[src/rtl/tile_map_if.sv]
// Bus between the tile-map engine and its renderer / player-logic clients.
// The client side drives lookups, edits and reloads; the engine answers.
interface tile_map_if #(
  parameter int LVL_W = 2
);
  logic [10:0]      pixelX;
  logic [10:0]      pixelY;
  logic [10:0]      bumpy_x;
  logic [10:0]      bumpy_y;
  logic [LVL_W-1:0] lvl;
  logic             load_req;
  logic             gate;
  logic             collect;
  logic             break_hit;
  logic [2:0]       step_type;
  logic [10:0]      tileTopLeftX;
  logic [10:0]      tileTopLeftY;
  logic [3:0][2:0]  area;
  logic             tele_valid;
  logic [3:0]       tele_x;
  logic [3:0]       tele_y;
  logic [7:0]       coins_left;
  logic             level_clear;
  logic             busy;

  modport master (
    output pixelX, pixelY, bumpy_x, bumpy_y,
    output lvl, load_req, gate, collect, break_hit,
    input  step_type, tileTopLeftX, tileTopLeftY,
    input  area, tele_valid, tele_x, tele_y,
    input  coins_left, level_clear, busy
  );

  modport slave (
    input  pixelX, pixelY, bumpy_x, bumpy_y,
    input  lvl, load_req, gate, collect, break_hit,
    output step_type, tileTopLeftX, tileTopLeftY,
    output area, tele_valid, tele_x, tele_y,
    output coins_left, level_clear, busy
  );
endinterface

[src/rtl/tile_map_engine.sv]
// Writable level tile grid loaded from a multi-level ROM, with pixel and
// neighbour lookups, runtime edits, teleport pairing and coin tracking.
module tile_map_engine #(
  parameter int NUM_ROWS   = 7,
  parameter int NUM_COLS   = 10,
  parameter int TILE_SHIFT = 6,
  parameter int NUM_LEVELS = 4,
  parameter int LVL_W      = 2,
  parameter int GATE_ROW   = 6,
  parameter int GATE_COL   = 4
) (
  input  logic     clk,
  input  logic     reset,
  tile_map_if.slave bus
);

  localparam int NCELL = NUM_ROWS * NUM_COLS;
  localparam int IDX_W = $clog2(NCELL);
  localparam int RC_W  = 4;

  localparam logic [2:0] T_FREE  = 3'd0;
  localparam logic [2:0] T_REGU  = 3'd1;
  localparam logic [2:0] T_GATE  = 3'd2;
  localparam logic [2:0] T_COIN  = 3'd3;
  localparam logic [2:0] T_TPORT = 3'd4;
  localparam logic [2:0] T_SPIKE = 3'd5;
  localparam logic [2:0] T_BRAKE = 3'd6;
  localparam logic [2:0] T_RSVD  = 3'd7;

  localparam logic [IDX_W-1:0] GATE_IDX =
    IDX_W'(GATE_ROW * NUM_COLS + GATE_COL);
  localparam logic [IDX_W-1:0] LAST_IDX = IDX_W'(NCELL - 1);
  localparam logic [RC_W-1:0]  LAST_COL = RC_W'(NUM_COLS - 1);

  typedef enum logic {
    S_LOAD,
    S_RUN
  } state_e;

  state_e           state_q, state_d;
  logic [2:0]       grid_q [NCELL];
  logic [IDX_W-1:0] addr_q, addr_d;
  logic [RC_W-1:0]  ld_r_q, ld_r_d;
  logic [RC_W-1:0]  ld_c_q, ld_c_d;
  logic [LVL_W-1:0] lvl_q, lvl_d;
  logic [LVL_W-1:0] lvl_eff;
  logic [7:0]       coins_q, coins_d;
  logic             ta_v_q, ta_v_d, tb_v_q, tb_v_d;
  logic [RC_W-1:0]  ta_r_q, ta_r_d, ta_c_q, ta_c_d;
  logic [RC_W-1:0]  tb_r_q, tb_r_d, tb_c_q, tb_c_d;
  logic             gflag_q, gflag_d;
  logic [2:0]       gsave_q, gsave_d;
  logic             lc_q, lc_d;
  logic [2:0]       step_q, step_d;
  logic [10:0]      tlx_q, tlx_d, tly_q, tly_d;
  logic [3:0][2:0]  area_q, area_d;
  logic             tv_q, tv_d;
  logic [3:0]       tx_q, tx_d, ty_q, ty_d;

  logic             wr_en;
  logic [IDX_W-1:0] wr_idx;
  logic [2:0]       wr_data;
  logic [2:0]       rom_t, pix_t, pl_t;
  logic [IDX_W-1:0] pl_idx;
  int               px_r, px_c, pl_r, pl_c;
  logic             on_a, on_b;

  // Level contents; every level has a solid floor on its last row.
  function automatic logic [2:0] rom_tile(
    input logic [LVL_W-1:0] l,
    input int r,
    input int c
  );
    logic [2:0] t;
    t = (r == NUM_ROWS - 1) ? T_REGU : T_FREE;
    case (int'(l))
      0: begin
        if (r == 3 && c >= 1 && c <= 3) t = T_REGU;
        if ((r == 2 && c == 2) || (r == 3 && c == 7)) t = T_COIN;
        if (r == 6 && (c == 1 || c == 7)) t = T_TPORT;
        if (r == 4 && c == 5) t = T_BRAKE;
        if (r == 5 && c == 8) t = T_SPIKE;
      end
      1: begin
        if ((r == 1 && c == 1) || (r == 2 && c == 5)) t = T_COIN;
        if (r == 3 && c == 8) t = T_COIN;
        if (r == 2 && c == 0) t = T_TPORT;
        if (r == 6 && (c == 0 || c == 9)) t = T_TPORT;
        if (r == 4 && c == 4) t = T_BRAKE;
      end
      2: begin
        if (r == 2 && c == 2) t = T_RSVD;
        if (r == 5 && c == 5) t = T_COIN;
      end
      default: ;
    endcase
    return t;
  endfunction

  function automatic logic [2:0] rd(input int r, input int c);
    logic [2:0] t;
    t = T_FREE;
    if (r >= 0 && r < NUM_ROWS && c >= 0 && c < NUM_COLS)
      t = grid_q[IDX_W'(r * NUM_COLS + c)];
    if (t == T_RSVD) t = T_FREE;
    return t;
  endfunction

  assign lvl_eff = (int'(lvl_q) < NUM_LEVELS) ? lvl_q : '0;
  assign rom_t   = rom_tile(lvl_eff, int'(ld_r_q), int'(ld_c_q));

  always_comb begin
    state_d  = state_q;
    addr_d   = addr_q;
    ld_r_d   = ld_r_q;
    ld_c_d   = ld_c_q;
    lvl_d    = lvl_q;
    coins_d  = coins_q;
    ta_v_d   = ta_v_q;
    ta_r_d   = ta_r_q;
    ta_c_d   = ta_c_q;
    tb_v_d   = tb_v_q;
    tb_r_d   = tb_r_q;
    tb_c_d   = tb_c_q;
    gflag_d  = gflag_q;
    gsave_d  = gsave_q;
    lc_d     = 1'b0;
    wr_en    = 1'b0;
    wr_idx   = addr_q;
    wr_data  = rom_t;
    step_d   = T_FREE;
    area_d   = '0;
    tv_d     = 1'b0;
    tx_d     = '0;
    ty_d     = '0;

    px_c   = int'(bus.pixelX >> TILE_SHIFT);
    px_r   = int'(bus.pixelY >> TILE_SHIFT);
    pl_c   = int'(bus.bumpy_x >> TILE_SHIFT);
    pl_r   = int'(bus.bumpy_y >> TILE_SHIFT);
    pix_t  = rd(px_r, px_c);
    pl_t   = rd(pl_r, pl_c);
    pl_idx = IDX_W'(pl_r * NUM_COLS + pl_c);
    tlx_d  = (bus.pixelX >> TILE_SHIFT) << TILE_SHIFT;
    tly_d  = (bus.pixelY >> TILE_SHIFT) << TILE_SHIFT;

    on_a = ta_v_q && tb_v_q &&
           pl_r == int'(ta_r_q) && pl_c == int'(ta_c_q);
    on_b = ta_v_q && tb_v_q &&
           pl_r == int'(tb_r_q) && pl_c == int'(tb_c_q);

    unique case (state_q)
      S_LOAD: begin
        wr_en = 1'b1;
        if (rom_t == T_COIN && coins_q != 8'hFF)
          coins_d = coins_q + 8'd1;
        if (rom_t == T_TPORT) begin
          if (!ta_v_q) begin
            ta_v_d = 1'b1;
            ta_r_d = ld_r_q;
            ta_c_d = ld_c_q;
          end else if (!tb_v_q) begin
            tb_v_d = 1'b1;
            tb_r_d = ld_r_q;
            tb_c_d = ld_c_q;
          end
        end
        if (addr_q == LAST_IDX) begin
          state_d = S_RUN;
          addr_d  = '0;
          ld_r_d  = '0;
          ld_c_d  = '0;
        end else begin
          addr_d = addr_q + 1'b1;
          if (ld_c_q == LAST_COL) begin
            ld_c_d = '0;
            ld_r_d = ld_r_q + 1'b1;
          end else begin
            ld_c_d = ld_c_q + 1'b1;
          end
        end
      end
      S_RUN: begin
        step_d = pix_t;
        area_d = {rd(pl_r + 1, pl_c), rd(pl_r, pl_c + 1),
                  rd(pl_r - 1, pl_c), rd(pl_r, pl_c - 1)};
        if (on_a) begin
          tv_d = 1'b1;
          tx_d = tb_c_q;
          ty_d = tb_r_q;
        end else if (on_b) begin
          tv_d = 1'b1;
          tx_d = ta_c_q;
          ty_d = ta_r_q;
        end
        // One grid write per cycle; losers are dropped, not queued.
        if (bus.load_req) begin
          coins_d = '0;
          ta_v_d  = 1'b0;
          tb_v_d  = 1'b0;
          gflag_d = 1'b0;
          lvl_d   = bus.lvl;
          addr_d  = '0;
          ld_r_d  = '0;
          ld_c_d  = '0;
          state_d = S_LOAD;
        end else if (bus.gate && !gflag_q) begin
          wr_en   = 1'b1;
          wr_idx  = GATE_IDX;
          wr_data = T_GATE;
          gsave_d = grid_q[GATE_IDX];
          gflag_d = 1'b1;
        end else if (!bus.gate && gflag_q) begin
          wr_en   = 1'b1;
          wr_idx  = GATE_IDX;
          wr_data = gsave_q;
          gflag_d = 1'b0;
        end else if (bus.collect && pl_t == T_COIN) begin
          wr_en   = 1'b1;
          wr_idx  = pl_idx;
          wr_data = T_FREE;
          if (coins_q != 8'd0) coins_d = coins_q - 8'd1;
          lc_d = (coins_q == 8'd1);
        end else if (bus.break_hit && pl_t == T_BRAKE) begin
          wr_en   = 1'b1;
          wr_idx  = pl_idx;
          wr_data = T_FREE;
        end
      end
      default: ;
    endcase
  end

  always_ff @(posedge clk) begin
    if (reset) begin
      state_q <= S_LOAD;
      addr_q  <= '0;
      ld_r_q  <= '0;
      ld_c_q  <= '0;
      lvl_q   <= bus.lvl;
      coins_q <= '0;
      ta_v_q  <= 1'b0;
      ta_r_q  <= '0;
      ta_c_q  <= '0;
      tb_v_q  <= 1'b0;
      tb_r_q  <= '0;
      tb_c_q  <= '0;
      gflag_q <= 1'b0;
      gsave_q <= T_FREE;
      lc_q    <= 1'b0;
      step_q  <= T_FREE;
      tlx_q   <= '0;
      tly_q   <= '0;
      area_q  <= '0;
      tv_q    <= 1'b0;
      tx_q    <= '0;
      ty_q    <= '0;
    end else begin
      state_q <= state_d;
      addr_q  <= addr_d;
      ld_r_q  <= ld_r_d;
      ld_c_q  <= ld_c_d;
      lvl_q   <= lvl_d;
      coins_q <= coins_d;
      ta_v_q  <= ta_v_d;
      ta_r_q  <= ta_r_d;
      ta_c_q  <= ta_c_d;
      tb_v_q  <= tb_v_d;
      tb_r_q  <= tb_r_d;
      tb_c_q  <= tb_c_d;
      gflag_q <= gflag_d;
      gsave_q <= gsave_d;
      lc_q    <= lc_d;
      step_q  <= step_d;
      tlx_q   <= tlx_d;
      tly_q   <= tly_d;
      area_q  <= area_d;
      tv_q    <= tv_d;
      tx_q    <= tx_d;
      ty_q    <= ty_d;
    end
  end

  always_ff @(posedge clk) begin
    if (!reset && wr_en) grid_q[wr_idx] <= wr_data;
  end

  assign bus.step_type    = step_q;
  assign bus.tileTopLeftX = tlx_q;
  assign bus.tileTopLeftY = tly_q;
  assign bus.area         = area_q;
  assign bus.tele_valid   = tv_q;
  assign bus.tele_x       = tx_q;
  assign bus.tele_y       = ty_q;
  assign bus.coins_left   = coins_q;
  assign bus.level_clear  = lc_q;
  assign bus.busy         = (state_q == S_LOAD);

endmodule
[src/flat_wrapper.sv]
// flat-port wrapper written by rule: the top's interface ports become plain ports
module tile_map_engine_flat 
#(
  parameter int NUM_ROWS   = 7,
  parameter int NUM_COLS   = 10,
  parameter int TILE_SHIFT = 6,
  parameter int NUM_LEVELS = 4,
  parameter int LVL_W      = 2,
  parameter int GATE_ROW   = 6,
  parameter int GATE_COL   = 4
)
  (clk, reset, bus_pixelX, bus_pixelY, bus_bumpy_x, bus_bumpy_y, bus_lvl, bus_load_req, bus_gate, bus_collect, bus_break_hit, bus_step_type, bus_tileTopLeftX, bus_tileTopLeftY, bus_area, bus_tele_valid, bus_tele_x, bus_tele_y, bus_coins_left, bus_level_clear, bus_busy);
  tile_map_if #(.LVL_W(LVL_W)) bus_i ();
  input  logic clk;
  input  logic reset;
  input wire logic [$bits(bus_i.pixelX)-1:0] bus_pixelX;
  input wire logic [$bits(bus_i.pixelY)-1:0] bus_pixelY;
  input wire logic [$bits(bus_i.bumpy_x)-1:0] bus_bumpy_x;
  input wire logic [$bits(bus_i.bumpy_y)-1:0] bus_bumpy_y;
  input wire logic [$bits(bus_i.lvl)-1:0] bus_lvl;
  input wire logic [$bits(bus_i.load_req)-1:0] bus_load_req;
  input wire logic [$bits(bus_i.gate)-1:0] bus_gate;
  input wire logic [$bits(bus_i.collect)-1:0] bus_collect;
  input wire logic [$bits(bus_i.break_hit)-1:0] bus_break_hit;
  output wire logic [$bits(bus_i.step_type)-1:0] bus_step_type;
  output wire logic [$bits(bus_i.tileTopLeftX)-1:0] bus_tileTopLeftX;
  output wire logic [$bits(bus_i.tileTopLeftY)-1:0] bus_tileTopLeftY;
  output wire logic [$bits(bus_i.area)-1:0] bus_area;
  output wire logic [$bits(bus_i.tele_valid)-1:0] bus_tele_valid;
  output wire logic [$bits(bus_i.tele_x)-1:0] bus_tele_x;
  output wire logic [$bits(bus_i.tele_y)-1:0] bus_tele_y;
  output wire logic [$bits(bus_i.coins_left)-1:0] bus_coins_left;
  output wire logic [$bits(bus_i.level_clear)-1:0] bus_level_clear;
  output wire logic [$bits(bus_i.busy)-1:0] bus_busy;
  assign bus_i.pixelX = bus_pixelX;
  assign bus_i.pixelY = bus_pixelY;
  assign bus_i.bumpy_x = bus_bumpy_x;
  assign bus_i.bumpy_y = bus_bumpy_y;
  assign bus_i.lvl = bus_lvl;
  assign bus_i.load_req = bus_load_req;
  assign bus_i.gate = bus_gate;
  assign bus_i.collect = bus_collect;
  assign bus_i.break_hit = bus_break_hit;
  assign bus_step_type = bus_i.step_type;
  assign bus_tileTopLeftX = bus_i.tileTopLeftX;
  assign bus_tileTopLeftY = bus_i.tileTopLeftY;
  assign bus_area = bus_i.area;
  assign bus_tele_valid = bus_i.tele_valid;
  assign bus_tele_x = bus_i.tele_x;
  assign bus_tele_y = bus_i.tele_y;
  assign bus_coins_left = bus_i.coins_left;
  assign bus_level_clear = bus_i.level_clear;
  assign bus_busy = bus_i.busy;
  tile_map_engine #(.NUM_ROWS(NUM_ROWS), .NUM_COLS(NUM_COLS), .TILE_SHIFT(TILE_SHIFT), .NUM_LEVELS(NUM_LEVELS), .LVL_W(LVL_W), .GATE_ROW(GATE_ROW), .GATE_COL(GATE_COL)) u_core (.clk(clk), .reset(reset), .bus(bus_i));
endmodule
[config.mk]
export PLATFORM = sky130hd
export DESIGN_NAME = tile_map_engine_flat
export DESIGN_NICKNAME = d
export VERILOG_FILES = /design/src/rtl/tile_map_if.sv /design/src/rtl/tile_map_engine.sv /design/src/flat_wrapper.sv
export SDC_FILE = /design/constraint.sdc
export NUM_CORES = 1
export LEC_CHECK = 0
export ABC_CLOCK_PERIOD_IN_PS = 9500
export CORE_MARGIN = 5
export CORE_UTILIZATION = 35
export DETAILED_ROUTE_END_ITERATION = 8
export PLACE_DENSITY = 0.62
export SLEW_MARGIN = 20
export SYNTH_ARGS = -nofsm -noshare
export SYNTH_HDL_FRONTEND = slang
export SYNTH_SLANG_ARGS = --single-unit
[constraint.sdc]
create_clock -name clk -period 9.5 [get_ports clk]
set_input_delay 2.375 -clock clk [delete_from_list [all_inputs] [get_ports clk]]
set_output_delay 2.375 -clock clk [all_outputs]
set_load 0.005 [all_outputs]
==> impl_metrics.env <==
export IMPL_status="complete, no violations"
export IMPL_worstPathRequired_ns=9.68
export IMPL_place_gp_congestion=0.950
export IMPL_synth_xor_area_share=0.0251
export IMPL_startpoint="bus_bumpy_y[6]"
export IMPL_synthSimpleGateAreaFrac=0.0933
export IMPL_rsz0062_at_grt="false"
export IMPL_die_x_um=260
export IMPL_ctsHoldBuffers=0
export IMPL_worstSetupStartpointType="input pin"
export IMPL_grt_pass1_wl_um=103000
export IMPL_drv_cap=0
export IMPL_grt_max_degree=94
export IMPL_critPathArrivalTime_ns=8.47
export IMPL_register_area_mm2=0.00799
export IMPL_critical_path_depth=16
export IMPL_ys_seq_elements=293
export IMPL_slowest_stage="clkdlybuf4s50_1"
export IMPL_synth_top_family_by_area="multiplexers"
export IMPL_ys_types=78
export IMPL_slew_violations=0
export IMPL_vdd_drop_max_mv=0.0999
export IMPL_synth_edf_count=212
export IMPL_port_buffers=71
export IMPL_reg2regPathDepth=11
export IMPL_worstSetupPathType="in -> reg"
export IMPL_synth_largest_area_cell="mux4_2"
export IMPL_synth_warnings=0
export IMPL_max_slew_margin=0.194
export IMPL_yosys_top_cells_area="mux4_2 (32%), edfxtp_1 (29%), dfxtp_1 (7.4%)"
export IMPL_tritoncts="built"
export IMPL_hp_class="reg -> reg"
export IMPL_syn_inst=1685
export IMPL_design_die_area_mm2=0.0678
export IMPL_path_buf_inv=3
export IMPL_vias=16400
export IMPL_via_per_inst=6.32
export IMPL_num_nets_final=1859
export IMPL_r2r_start="u_core.grid_q[31][0]"
export IMPL_ant_nets=0
export IMPL_grt_pass1_vias=15700
export IMPL_synth_async_reset_ratio=0
export IMPL_core_area_mm2=0.0619
export IMPL_crit_fanout=11
export IMPL_ys_seq_area_frac=0.364
export IMPL_path_clk_slew_ns=0.06
export IMPL_io_pins=108
export IMPL_htree_levels=2
export IMPL_cts_buffers=35
export IMPL_drtIter0Drc=2249
export IMPL_synthMostInstantiatedCell="mux4_2"
export IMPL_antenna_found_initial=1
export IMPL_drive_gt1_frac=0.279
export IMPL_cts_root_buf="clkbuf_16"
export IMPL_synth_top_cell_area_share=0.317
export IMPL_areaGrowthSynthToFinish_pct=13.7
export IMPL_whs_ns=0.477
export IMPL_grt_overflow=0
export IMPL_cts_resized=0
export IMPL_wl_per_cell_um=26.7
export IMPL_setup_viol=0
export IMPL_grt_usage=0.200
export IMPL_fillCellCount=5695
export IMPL_rows=91
export IMPL_fmax_mhz=121
export IMPL_tightest_slew_ns=1.20
export IMPL_regToRegSetupSlack_ns=4.86
export IMPL_synth_mux_area_frac=0.355
export IMPL_ys_top_cells_by_count="mux4_2 (309), edfxtp_1 (212), nor2_1 (147)"
export IMPL_die_h_um=260
export IMPL_crit_family="compound AO/OA/AOI/OAI gates"
export IMPL_finalHoldViolCount=0
export IMPL_path_cells="clkdlybuf4s50_1 -> ha_1 -> ha_1 -> a21oi_1 -> nand3b_1 -> nand2_1 -> buf_4 -> mux2_2 -> o311ai_0 -> o22a_1 -> and3_1 -> o21a_1 -> a32o_1 -> buf_4 -> nand2_1 -> nor2_1"
export IMPL_drcViolationCount=0
export IMPL_cp_end_kind="flip-flop"
export IMPL_multi_input_area_mm2=0.0132
export IMPL_power_leakage_nw=8.21
export IMPL_start_util=0.354
export IMPL_power_density_mw_per_mm2=164
export IMPL_critPathCapture="u_core.grid_q[17][2]"
export IMPL_fin_worst_skew_ns=0.0214
export IMPL_dr_pass1_iters=6
export IMPL_min_period_ns=8.29
export IMPL_hpwl_um=49900
export IMPL_min_delay_start="u_core.tb_v_q"
export IMPL_synth_fa_ha_area_frac=0.0416
export IMPL_reg2reg_to="u_core.grid_q[17][2]"
export IMPL_cts_max_path_buffers=3
export IMPL_syn_area_mm2=0.0219
export IMPL_max_stage_delay_ns=0.72
export IMPL_ys_flop_type="edfxtp_1"
export IMPL_cts_sinks=293
export IMPL_post_cts_setup_buffers=0
export IMPL_synth_compound_area_frac=0.0811
export IMPL_post_route_period_util=0.872
export IMPL_wirelength_um=69300
export IMPL_clk_latency_ns=0.55
export IMPL_fin_setup_tns_ns=0
export IMPL_avgSynthCellArea_um2=13.0
-- cell usage in the layout (no fill, tap or decap), types with 12 or more instances in the layout --
| cell type | netlist | final |
|---|---|---|
| clkbuf_16 | 0 | 35 |
| edfxtp_1 | 212 | 212 |
| a21oi_1 | 77 | 77 |
| dfxtp_1 | 81 | 81 |
| xnor2_1 | 35 | 34 |
| buf_4 | 23 | 66 |
| nor2_1 | 147 | 147 |
| inv_1 | 52 | 52 |
| mux4_2 | 309 | 309 |
| nor2b_1 | 18 | 18 |
| nor3_1 | 38 | 38 |
| a21o_1 | 13 | 13 |
| nand3_1 | 50 | 50 |
| o21ai_0 | 47 | 47 |
| clkdlybuf4s50_1 | 0 | 68 |
| mux2_2 | 20 | 20 |
| nand2b_1 | 12 | 12 |
| nor3b_1 | 14 | 14 |
| a211oi_1 | 15 | 15 |
| xor2_1 | 28 | 24 |
| ha_1 | 57 | 54 |
| mux2i_1 | 42 | 42 |
| nand2_1 | 91 | 91 |
| conb_1 | 1 | 12 |
-- cell families (layout without fill, tap and decap cells) --
logic type | after synthesis | count (layout)
flip-flops | 293 | 293
multiplexers | 378 | 378
buffers and inverters | 191 | 258
adder cells (fa/ha/maj) | 67 | 67
AND/OR/NAND/NOR | 432 | 432
AO/OA/AOI/OAI | 260 | 260
XOR/XNOR | 63 | 63
other | 1 | 13
-- where the power goes --
| part | switching, mW | internal, mW | total, mW |
|---|---|---|---|
| clock network | 0.559 | 0.775 | 1.33 |
| registers | 0.0100 | 1.37 | 1.38 |
| logic | 0.775 | 0.594 | 1.37 |
-- worst min-delay path, delay by kind of cell (launching register included) --
family | cells | cell delay [ns]
flops | 1 | 0.32
compound gates | 1 | 0.06
simple gates | 1 | 0.05
-- state kept, by name, summed over array words and instances (netlist names), 5 cells and up --
signal	flops
u_core.bus.tileTopLeftY	5
u_core.bus.coins_left	8
u_core.bus.tileTopLeftX	5
u_core.addr_q	7
u_core.grid_q	210
u_core.bus.area	12
-- per-layer routing --
layer / GRT usage / up-vias / wire length [um]
met5: 0 / - / 0
met4: 0.0647 / 0 / 2670
met3: 0.0549 / 139 / 8390
met2: 0.321 / 1134 / 32600
met1: 0.266 / 8283 / 25700
li1: - / 6891 / -
-- worst min path at each step --
| stage | slack [ns] | to | cells after the start |
|---|---|---|---|
| floorplan | 0.45 | u_core.tb_v_q | 2 |
| global placement | 0.46 | u_core.tb_v_q | 2 |
| detailed placement | 0.47 | u_core.gsave_q[2] | 2 |
| CTS | 0.48 | u_core.gsave_q[2] | 2 |
| global route | 0.51 | u_core.tb_v_q | 2 |
| finish | 0.48 | u_core.tb_v_q | 2 |
-- through the flow --
stage,std cells,utilization,cell area [um^2],power [mW],setup slack [ns]
final,2601,0.403,25000,4.08,1.21
after global routing,2600,0.403,25000,4.21,0.951
after CTS,2599,0.402,24900,4.07,1.38
after detailed placement,2539,0.384,23800,2.74,0.821
after global placement,2539,0.384,23800,2.72,0.996
after floorplan,1696,-,22000,2.30,2.18
-- layout make-up --
type,count,share of cell area
clock inverter,20,0.00777
antenna,1,0.000100
timing repair buffer,144,0.0543
clock buffer,40,0.0367
multi-input combinational,1212,0.531
inverter,54,0.00812
tap,837,0.0420
sequential,293,0.320
Note: power is estimated with default switching activity, not from simulation.
